--- src/rtl/hyperram_trafficgen.sv ---
// hyperram_trafficgen
//   Avalon-MM traffic generator for the HyperRAM simulation bench. It writes
//   an address-derived pattern over the whole word address range in
//   fixed-length bursts, reads every word back, and compares each beat.
//   It reports completion, a sticky error flag and the first mismatch.
//
//   Pattern: data(A) = A resized to G_DATA_SIZE bits, XOR G_PATTERN.
//
//   Optional build macro: TRAFFICGEN_STOP_ON_ERROR_EN
//     defined   : once a mismatch is seen, the current read burst is drained
//                 and the run ends in DONE instead of issuing the next read.
//     undefined : the full address range is always swept.
//
// Ports
//   clk_i, rst_i              clock, synchronous active-high reset
//   start_i                   start a run (honoured in IDLE or DONE only)
//   busy_o / done_o / error_o run status (done and error are sticky)
//   err_address_o / err_expected_o / err_read_o   first mismatch details
//   m_avm_*                   Avalon-MM master towards the controller
//
// States
//   IDLE      | waiting for start_i after reset
//   WRITE     | write bursts back-to-back over the full range
//   READ      | read command held until the slave accepts it
//   READ_WAIT | collecting and checking the read beats of one burst
//   DONE      | run finished, results held until next start_i

module hyperram_trafficgen #(
  parameter int                     G_ADDRESS_SIZE = 4,
  parameter int                     G_DATA_SIZE    = 16,
  parameter int                     G_BURST_LEN    = 4,
  parameter logic [G_DATA_SIZE-1:0] G_PATTERN      = 16'hA5A5
) (
  input  logic                        clk_i,
  input  logic                        rst_i,
  input  logic                        start_i,
  output logic                        busy_o,
  output logic                        done_o,
  output logic                        error_o,
  output logic [G_ADDRESS_SIZE-1:0]   err_address_o,
  output logic [G_DATA_SIZE-1:0]      err_expected_o,
  output logic [G_DATA_SIZE-1:0]      err_read_o,
  output logic                        m_avm_write_o,
  output logic                        m_avm_read_o,
  output logic [G_ADDRESS_SIZE-1:0]   m_avm_address_o,
  output logic [G_DATA_SIZE-1:0]      m_avm_writedata_o,
  output logic [G_DATA_SIZE/8-1:0]    m_avm_byteenable_o,
  output logic [7:0]                  m_avm_burstcount_o,
  input  logic [G_DATA_SIZE-1:0]      m_avm_readdata_i,
  input  logic                        m_avm_readdatavalid_i,
  input  logic                        m_avm_waitrequest_i
);

  localparam int BW = (G_BURST_LEN > 1) ? $clog2(G_BURST_LEN) : 1;
  localparam logic [BW-1:0]             LAST_BEAT  = BW'(G_BURST_LEN - 1);
  // Wraps to zero when one burst spans the whole range, which still ends the sweep.
  localparam logic [G_ADDRESS_SIZE-1:0] BURST_STEP = G_ADDRESS_SIZE'(G_BURST_LEN);

`ifdef TRAFFICGEN_STOP_ON_ERROR_EN
  localparam bit STOP_ON_ERR = 1'b1;
`else
  localparam bit STOP_ON_ERR = 1'b0;
`endif

  typedef enum logic [2:0] {
    S_IDLE, S_WRITE, S_READ, S_READ_WAIT, S_DONE
  } state_t;

  state_t                      state_q;
  logic [G_ADDRESS_SIZE-1:0]   base_q;
  logic [BW-1:0]               beat_q;
  logic                        busy_q, done_q, error_q;
  logic [G_ADDRESS_SIZE-1:0]   err_address_q;
  logic [G_DATA_SIZE-1:0]      err_expected_q, err_read_q;
  logic                        write_q, read_q;
  logic [G_ADDRESS_SIZE-1:0]   address_q;
  logic [G_DATA_SIZE-1:0]      writedata_q;

  function automatic logic [G_DATA_SIZE-1:0] pattern(input logic [G_ADDRESS_SIZE-1:0] a);
    return G_DATA_SIZE'(a) ^ G_PATTERN;
  endfunction

  logic [G_ADDRESS_SIZE-1:0] addr_cur;
  logic [G_ADDRESS_SIZE-1:0] base_next;
  logic [G_DATA_SIZE-1:0]    exp_data;
  logic                      mismatch;

  assign addr_cur  = base_q + G_ADDRESS_SIZE'(beat_q);
  assign base_next = base_q + BURST_STEP;
  assign exp_data  = pattern(addr_cur);
  assign mismatch  = (m_avm_readdata_i != exp_data);

  always_ff @(posedge clk_i) begin
    if (rst_i) begin
      state_q        <= S_IDLE;
      base_q         <= '0;
      beat_q         <= '0;
      busy_q         <= 1'b0;
      done_q         <= 1'b0;
      error_q        <= 1'b0;
      err_address_q  <= '0;
      err_expected_q <= '0;
      err_read_q     <= '0;
      write_q        <= 1'b0;
      read_q         <= 1'b0;
      address_q      <= '0;
      writedata_q    <= '0;
    end else begin
      case (state_q)
        S_IDLE, S_DONE: begin
          if (start_i) begin
            state_q        <= S_WRITE;
            base_q         <= '0;
            beat_q         <= '0;
            busy_q         <= 1'b1;
            done_q         <= 1'b0;
            error_q        <= 1'b0;
            err_address_q  <= '0;
            err_expected_q <= '0;
            err_read_q     <= '0;
            write_q        <= 1'b1;
            address_q      <= '0;
            writedata_q    <= pattern('0);
          end
        end

        S_WRITE: begin
          if (!m_avm_waitrequest_i) begin
            if (beat_q == LAST_BEAT) begin
              beat_q      <= '0;
              base_q      <= base_next;
              address_q   <= base_next;
              writedata_q <= pattern(base_next);
              if (base_next == '0) begin
                state_q <= S_READ;
                write_q <= 1'b0;
                read_q  <= 1'b1;
              end
            end else begin
              beat_q      <= beat_q + 1'b1;
              writedata_q <= pattern(addr_cur + 1'b1);
            end
          end
        end

        S_READ: begin
          if (!m_avm_waitrequest_i) begin
            read_q  <= 1'b0;
            beat_q  <= '0;
            state_q <= S_READ_WAIT;
          end
        end

        S_READ_WAIT: begin
          if (m_avm_readdatavalid_i) begin
            if (mismatch) begin
              error_q <= 1'b1;
              if (!error_q) begin
                err_address_q  <= addr_cur;
                err_expected_q <= exp_data;
                err_read_q     <= m_avm_readdata_i;
              end
            end
            if (beat_q == LAST_BEAT) begin
              beat_q    <= '0;
              base_q    <= base_next;
              address_q <= base_next;
              if (base_next == '0 || (STOP_ON_ERR && (error_q || mismatch))) begin
                state_q <= S_DONE;
                busy_q  <= 1'b0;
                done_q  <= 1'b1;
              end else begin
                state_q <= S_READ;
                read_q  <= 1'b1;
              end
            end else begin
              beat_q <= beat_q + 1'b1;
            end
          end
        end

        default: state_q <= S_IDLE;
      endcase
    end
  end

  assign busy_o             = busy_q;
  assign done_o             = done_q;
  assign error_o            = error_q;
  assign err_address_o      = err_address_q;
  assign err_expected_o     = err_expected_q;
  assign err_read_o         = err_read_q;
  assign m_avm_write_o      = write_q;
  assign m_avm_read_o       = read_q;
  assign m_avm_address_o    = address_q;
  assign m_avm_writedata_o  = writedata_q;
  assign m_avm_byteenable_o = '1;
  assign m_avm_burstcount_o = 8'(G_BURST_LEN);

endmodule

--- config.mk ---
export PLATFORM = sky130hd
export DESIGN_NAME = hyperram_trafficgen
export DESIGN_NICKNAME = d
export VERILOG_FILES = /design/src/rtl/hyperram_trafficgen.sv
export SDC_FILE = /design/constraint.sdc
export NUM_CORES = 1
export LEC_CHECK = 0
export CAP_MARGIN = 30
export CORE_MARGIN = 2
export CORE_UTILIZATION = 25
export CTS_CLUSTER_SIZE = 16
export DETAILED_ROUTE_END_ITERATION = 8
export GPL_TIMING_DRIVEN = 0
export PLACE_DENSITY = 0.49
export SLEW_MARGIN = 20
export SYNTH_ARGS = -nofsm -noshare
export SYNTH_HDL_FRONTEND = slang
export SYNTH_SLANG_ARGS = --single-unit
--- constraint.sdc ---
create_clock -name clk_i -period 2.25 [get_ports clk_i]
set_input_delay 0.3375 -clock clk_i [delete_from_list [all_inputs] [get_ports clk_i]]
set_output_delay 0.3375 -clock clk_i [all_outputs]
set_load 0.02 [all_outputs]
### Yosys cells after proc, flatten, opt, wreduce, memory -nomap -nowiden

Index checks and enable logic that the tools add are counted.

* register bits: 70
* output and inout bits: 71

* add/sub/neg operators: 4
* reductions and logical operators: 17
* equality and inequality tests: 17
* bitwise operators: 3
* mux-type cells: 62

Operator list (count)
* 16-bit two-way mux: 10
* 16-bit case mux with 2 select lines: 3
* 4-bit two-way mux: 10
* 3-bit two-way mux: 8
* 2-bit NOT with 8-bit output: 3
* 4-bit case mux with 3 select lines: 2
* 2-bit != test (second input constant): 11
* 5-bit AND reduction: 4
* 1-bit two-way mux: 16
* 16-bit != test: 1
* 3-bit case mux with 4 select lines: 1
* 2-bit two-way mux: 5
* 1-bit case mux with 2 select lines: 4
* 2-bit case mux with 4 select lines: 1
* 4-bit case mux with 2 select lines: 1
* 4-bit AND reduction: 2
* 8-bit AND reduction: 1
* 7-bit AND reduction: 1
* 3-bit by 2-bit equality test with 1-bit output (second input constant): 2
* 3-bit nonzero test: 2
* 4-bit by 1-bit adder with 4-bit output (second input constant): 1
* 4-bit by 2-bit adder with 4-bit output: 1
* 4-bit by 3-bit adder with 4-bit output (second input constant): 1
* 4-bit zero test: 1
* 10 further kinds: 11

### Longest topological paths before layout

Gate-level depths: netlist of run 1.

* depth after elaboration: 6
* gate-level depth with buffers: 7

### Least setup slack after synthesis of run 1

Ideal clock, no wire load.

* path type: reg2reg
* start: register base_q[3]
* end: register err_read_q[2], in the netlist err_read_o[2]
* setup time: 140 ps
* data arrival time: 1568 ps
* data required time: 2110 ps
* buffers on the path: 1
* period minus slack after synthesis: 1708 ps
* setup slack: 542 ps
* cell stages (with the launch flop): 7
* cell sequence: dfxtp_1 > xor2_1 > nor4_2 > nand4_1 > nand2_1 > buf_2 > o32ai_2

* word-level cells in the longest chain between the ends: 4

Ends and longest elaborated chain
* start, declared: RTL line 70 `logic [G_ADDRESS_SIZE-1:0] base_q;`
* start signal, assigned: RTL line 131 `base_q <= base_next;`
* start signal, assigned: RTL line 166 `base_q <= base_next;`
* 4-bit by 2-bit adder with 4-bit output: RTL line 88 `assign addr_cur = base_q + G_ADDRESS_SIZE'(beat_q);`
* 16-bit != test: RTL line 91 `assign mismatch = (m_avm_readdata_i != exp_data);`
* 2-bit != test (no source line)
* 5-bit AND reduction (no source line)
* end signal, assigned: RTL line 161 `err_read_q <= m_avm_readdata_i;`
* end, declared: RTL line 74 `logic [G_DATA_SIZE-1:0] err_expected_q, err_read_q;`

No other way between the ends.
A chain may end at the register's enable or synchronous reset.

### Worst setup path in the final report of run 1

* start: input port start_i
* end: register err_read_q[2], in the netlist err_read_o[2]

* word-level cells in the longest chain between the ends: 2

Ends and longest elaborated chain
* start, declared: RTL line 36 `input logic start_i,`
* 2-bit != test (no source line)
* 5-bit AND reduction (no source line)

No other way between the ends.

==> results.md, run 1 <==
- Status: completed
- Number of CTS-inserted buffers: 5
- VDD IR max: 0.235 mV
- Max-cap violations: 0
- FFs w/ async S/R, synth: 0
- Worst r2r path cells: 7
- Via count: 1995
- First-pass GRT wire length: 9.36 mm
- Largest net degree at the start of global routing: 14
- Diode count: 0
- CTS H-Tree Depth: 2
- CP startpoint kind: input pin
- Worst Skew: 0.0108 ns
- CP Data Required Time: 2.42 ns
- Count leader, synth: dfxtp_1
- Iteration-0 DRC Markers: 33
- Max Freq: 475 MHz
- EDFF count, synth: 0
- Drt drc: 0
- Fin. max-slew vios: 0
- HP Start: busy_o
- Setup CP Type: input pin to flop
- Layout area overhead: 42.2%
- Core Rows: 35
- Hold crit path type: flop to flop
- Post-Syn Instances: 257
- Synth top area cells: dfxtp_1, o32ai_2, buf_4, nand2b_1, inv_1
- Core ar.: 9200 sq um
- Post-layout min period: 2.11 ns
- Warnings, synthesis: 0
- Post-CTS resize count: 0
- Netlist cell types: 39
- Reg2reg start: state_q[1]
- Gr usage total: 0.117
- CTS Root Cell: clkbuf_8
- Ports: 92
- DR pass1 iterations: 4
- Power Total: 1.65 mW
- Synth top cells by count: dfxtp_1, buf_4, nand2b_1
- Initial core utilization: 0.255
- Clk_lat worst skew: 0.30 ns
- Worst-path clk slew: 0.08 ns
- Max Root-Sink Buffers: 2
- Slew margin rel.: 0.548
- Final Cycle Share: 0.936
- Register area share after synthesis: 0.349
- Leakage: 1.27 nW
- Input/output buffers: 68
- Slew @ Worst Pin: 0.679 ns
- Crit end category: flop
- Die W: 101 microns
- Util after Layout: 0.363
- Proportion of layout cells with a drive suffix above 1: 0.207
- Routed WL per cell: 13.0 microns
- Die Ht: 101 microns
- DRT antenna net count: 0
- Synth Area per Inst: 9.14 sq um
- Vias/cell: 4.30
- Mapped cell area: 2350 sq um
- Post-CTS setup repair buffer count: 0
- Antenna violations before repair: 0
- Crit-path max FO: 10
- Placer Congestion: 0.802
- Finish-stage setup viols: 0
- Reg2reg end: err_read_o[2]
- DP HPWL: 4.48 mm
- Post-synth top area share: 0.349
- RSZ-0062 raised after global routing: false
- CTS tree: built
- FILL cells: 961
- Flops & latches, synth: 41
- Vias in the first global route: 1821
- Cts hold-fix bufs: 0
- Critical Path AT: 2.27 ns
- Post-Route WL: 6.02 mm
- CTS sink cnt: 41
- Synth Flop Type: dfxtp_1
- Final Cell Area: 3340 sq um
- Nets: 376
- Dpl cell area: 3240 sq um
- Overflow after GRT: 0
- Worst hold path depth: 2
- Flop2flop setup slack: 0.25 ns
- PwrDens: 494 nW/um^2
- Die ar.: 10200 sq um
- Hold Path End: busy_o
- Final Hold Fails: 0
- Cell taking the most area after synthesis: dfxtp_1
==> power breakdown <==
group	internal [mW]	switching, mW	total, mW
combinational	0.174	0.195	0.369
sequential	0.741	0.0170	0.758
clock	0.249	0.275	0.524
==> cells by family after synthesis <==
family                     Yosys count  synth area share
xor gates and xnor gates             8            0.0298
DFF                                 41             0.349
muxes                                2           0.00852
buffers and inverters               75             0.189
other                                2           0.00320
adders and majority gates            3            0.0160
AOI/OAI and AO/OA                   51             0.214
and+or+nand+nor                     75             0.191
==> how the worst max path moves through the flow <==
| stage | start | cells after the start | slack [ns] | endpoint |
|---|---|---|---|---|
| floorplan | base_q[3] | 6 | 0.54 | err_read_o[2] |
| global placement | start_i | 7 | -0.21 | err_read_o[1] |
| detailed placement | start_i | 7 | -0.16 | err_read_o[2] |
| CTS | start_i | 7 | 0.14 | err_read_o[2] |
| global route | start_i | 7 | 0.02 | err_address_o[1] |
| finish | start_i | 7 | 0.14 | err_read_o[2] |
==> worst max-delay path, cell delays in order <==
cell	delay [ns]
clkdlybuf4s50_1	0.52
nor3b_2	0.53
a31oi_1	0.17
a31oi_1	0.23
and2_4	0.22
buf_6	0.17
o32ai_2	0.09
==> placed cells by master, fill, tap and decap left out, types with 3 or more instances in the layout <==
cell	n
clkdlybuf4s50_1	68
dfxtp_1	41
buf_4	36
nand2b_1	25
inv_1	23
conb_1	22
o32ai_2	18
a21oi_1	11
nor2_1	10
clkbuf_1	10
nand2_1	10
nor3_1	8
o21ai_0	6
clkbuf_8	6
xor2_1	5
a31oi_1	5
a211oi_1	4
o32ai_1	4
buf_2	3
buf_6	3
xnor2_1	3
nand4_1	3
nand3_1	3
ha_1	3
==> layout make-up <==
cell class / instances / area (sq um) / share of cell area
Clock inverter: 2 / 13.8 / 0.00412
Buffer: 52 / 357 / 0.107
Timing Repair Buffer: 68 / 681 / 0.204
Tap cell: 111 / 139 / 0.0416
Clock buffer: 6 / 82.6 / 0.0247
Multi-Input combinational cell: 161 / 1160 / 0.347
Inverter: 23 / 86.3 / 0.0259
Sequential cell: 41 / 821 / 0.246
==> per-layer routing <==
metal | GRT usage | part of all wire
met3 | 0.0395 | 0.057
met1 | 0.156 | 0.47
met2 | 0.186 | 0.46
met4 | 0.0218 | 0.0075
met5 | 0 | 0
==> stage by stage <==
stage / setup WS, ns / std cells / TNS, ns / hold WS, ns
detailed placement: -0.156 / 456 / -3.07 / 0.451
global route: 0.0182 / 464 / 0 / 0.496
CTS: 0.145 / 464 / 0 / 0.467
finish: 0.144 / 464 / 0 / 0.463
floorplan: 0.542 / 277 / 0 / 0.493
global placement: -0.208 / 456 / -4.24 / 0.453
==> flip-flops by register name, summed over array words and instances, names as in the netlist, 2 cells and up <==
name,cells
err_read_o,16
m_avm_address_o,2
err_expected_o,4
m_avm_writedata_o,5
beat_q,2
err_address_o,3
state_q,3
No activity file was read; power rests on OpenSTA's default activity.
==> run 2: changes to the inputs <==
--- a/config.mk
+++ b/config.mk
@@ -8,10 +8,11 @@
 export CAP_MARGIN = 30
 export CORE_MARGIN = 2
 export CORE_UTILIZATION = 25
-export CTS_CLUSTER_SIZE = 16
+export CTS_CLUSTER_SIZE = 24
 export DETAILED_ROUTE_END_ITERATION = 8
 export GPL_TIMING_DRIVEN = 0
 export PLACE_DENSITY = 0.49
+export SKIP_CTS_REPAIR_TIMING = 1
 export SLEW_MARGIN = 20
 export SYNTH_ARGS = -nofsm -noshare
 export SYNTH_HDL_FRONTEND = slang
==> results of run 2 <==
Final layout, timing and power as in run 1 (identical DEF).
==> run 3: changes to the inputs <==
--- a/config.mk
+++ b/config.mk
@@ -11,6 +11,7 @@
 export CTS_CLUSTER_SIZE = 24
 export DETAILED_ROUTE_END_ITERATION = 8
 export GPL_TIMING_DRIVEN = 0
+export HOLD_SLACK_MARGIN = 0.02
 export PLACE_DENSITY = 0.49
 export SKIP_CTS_REPAIR_TIMING = 1
 export SLEW_MARGIN = 20
==> results of run 3 <==
Final layout, timing and power as in run 1 (identical DEF).
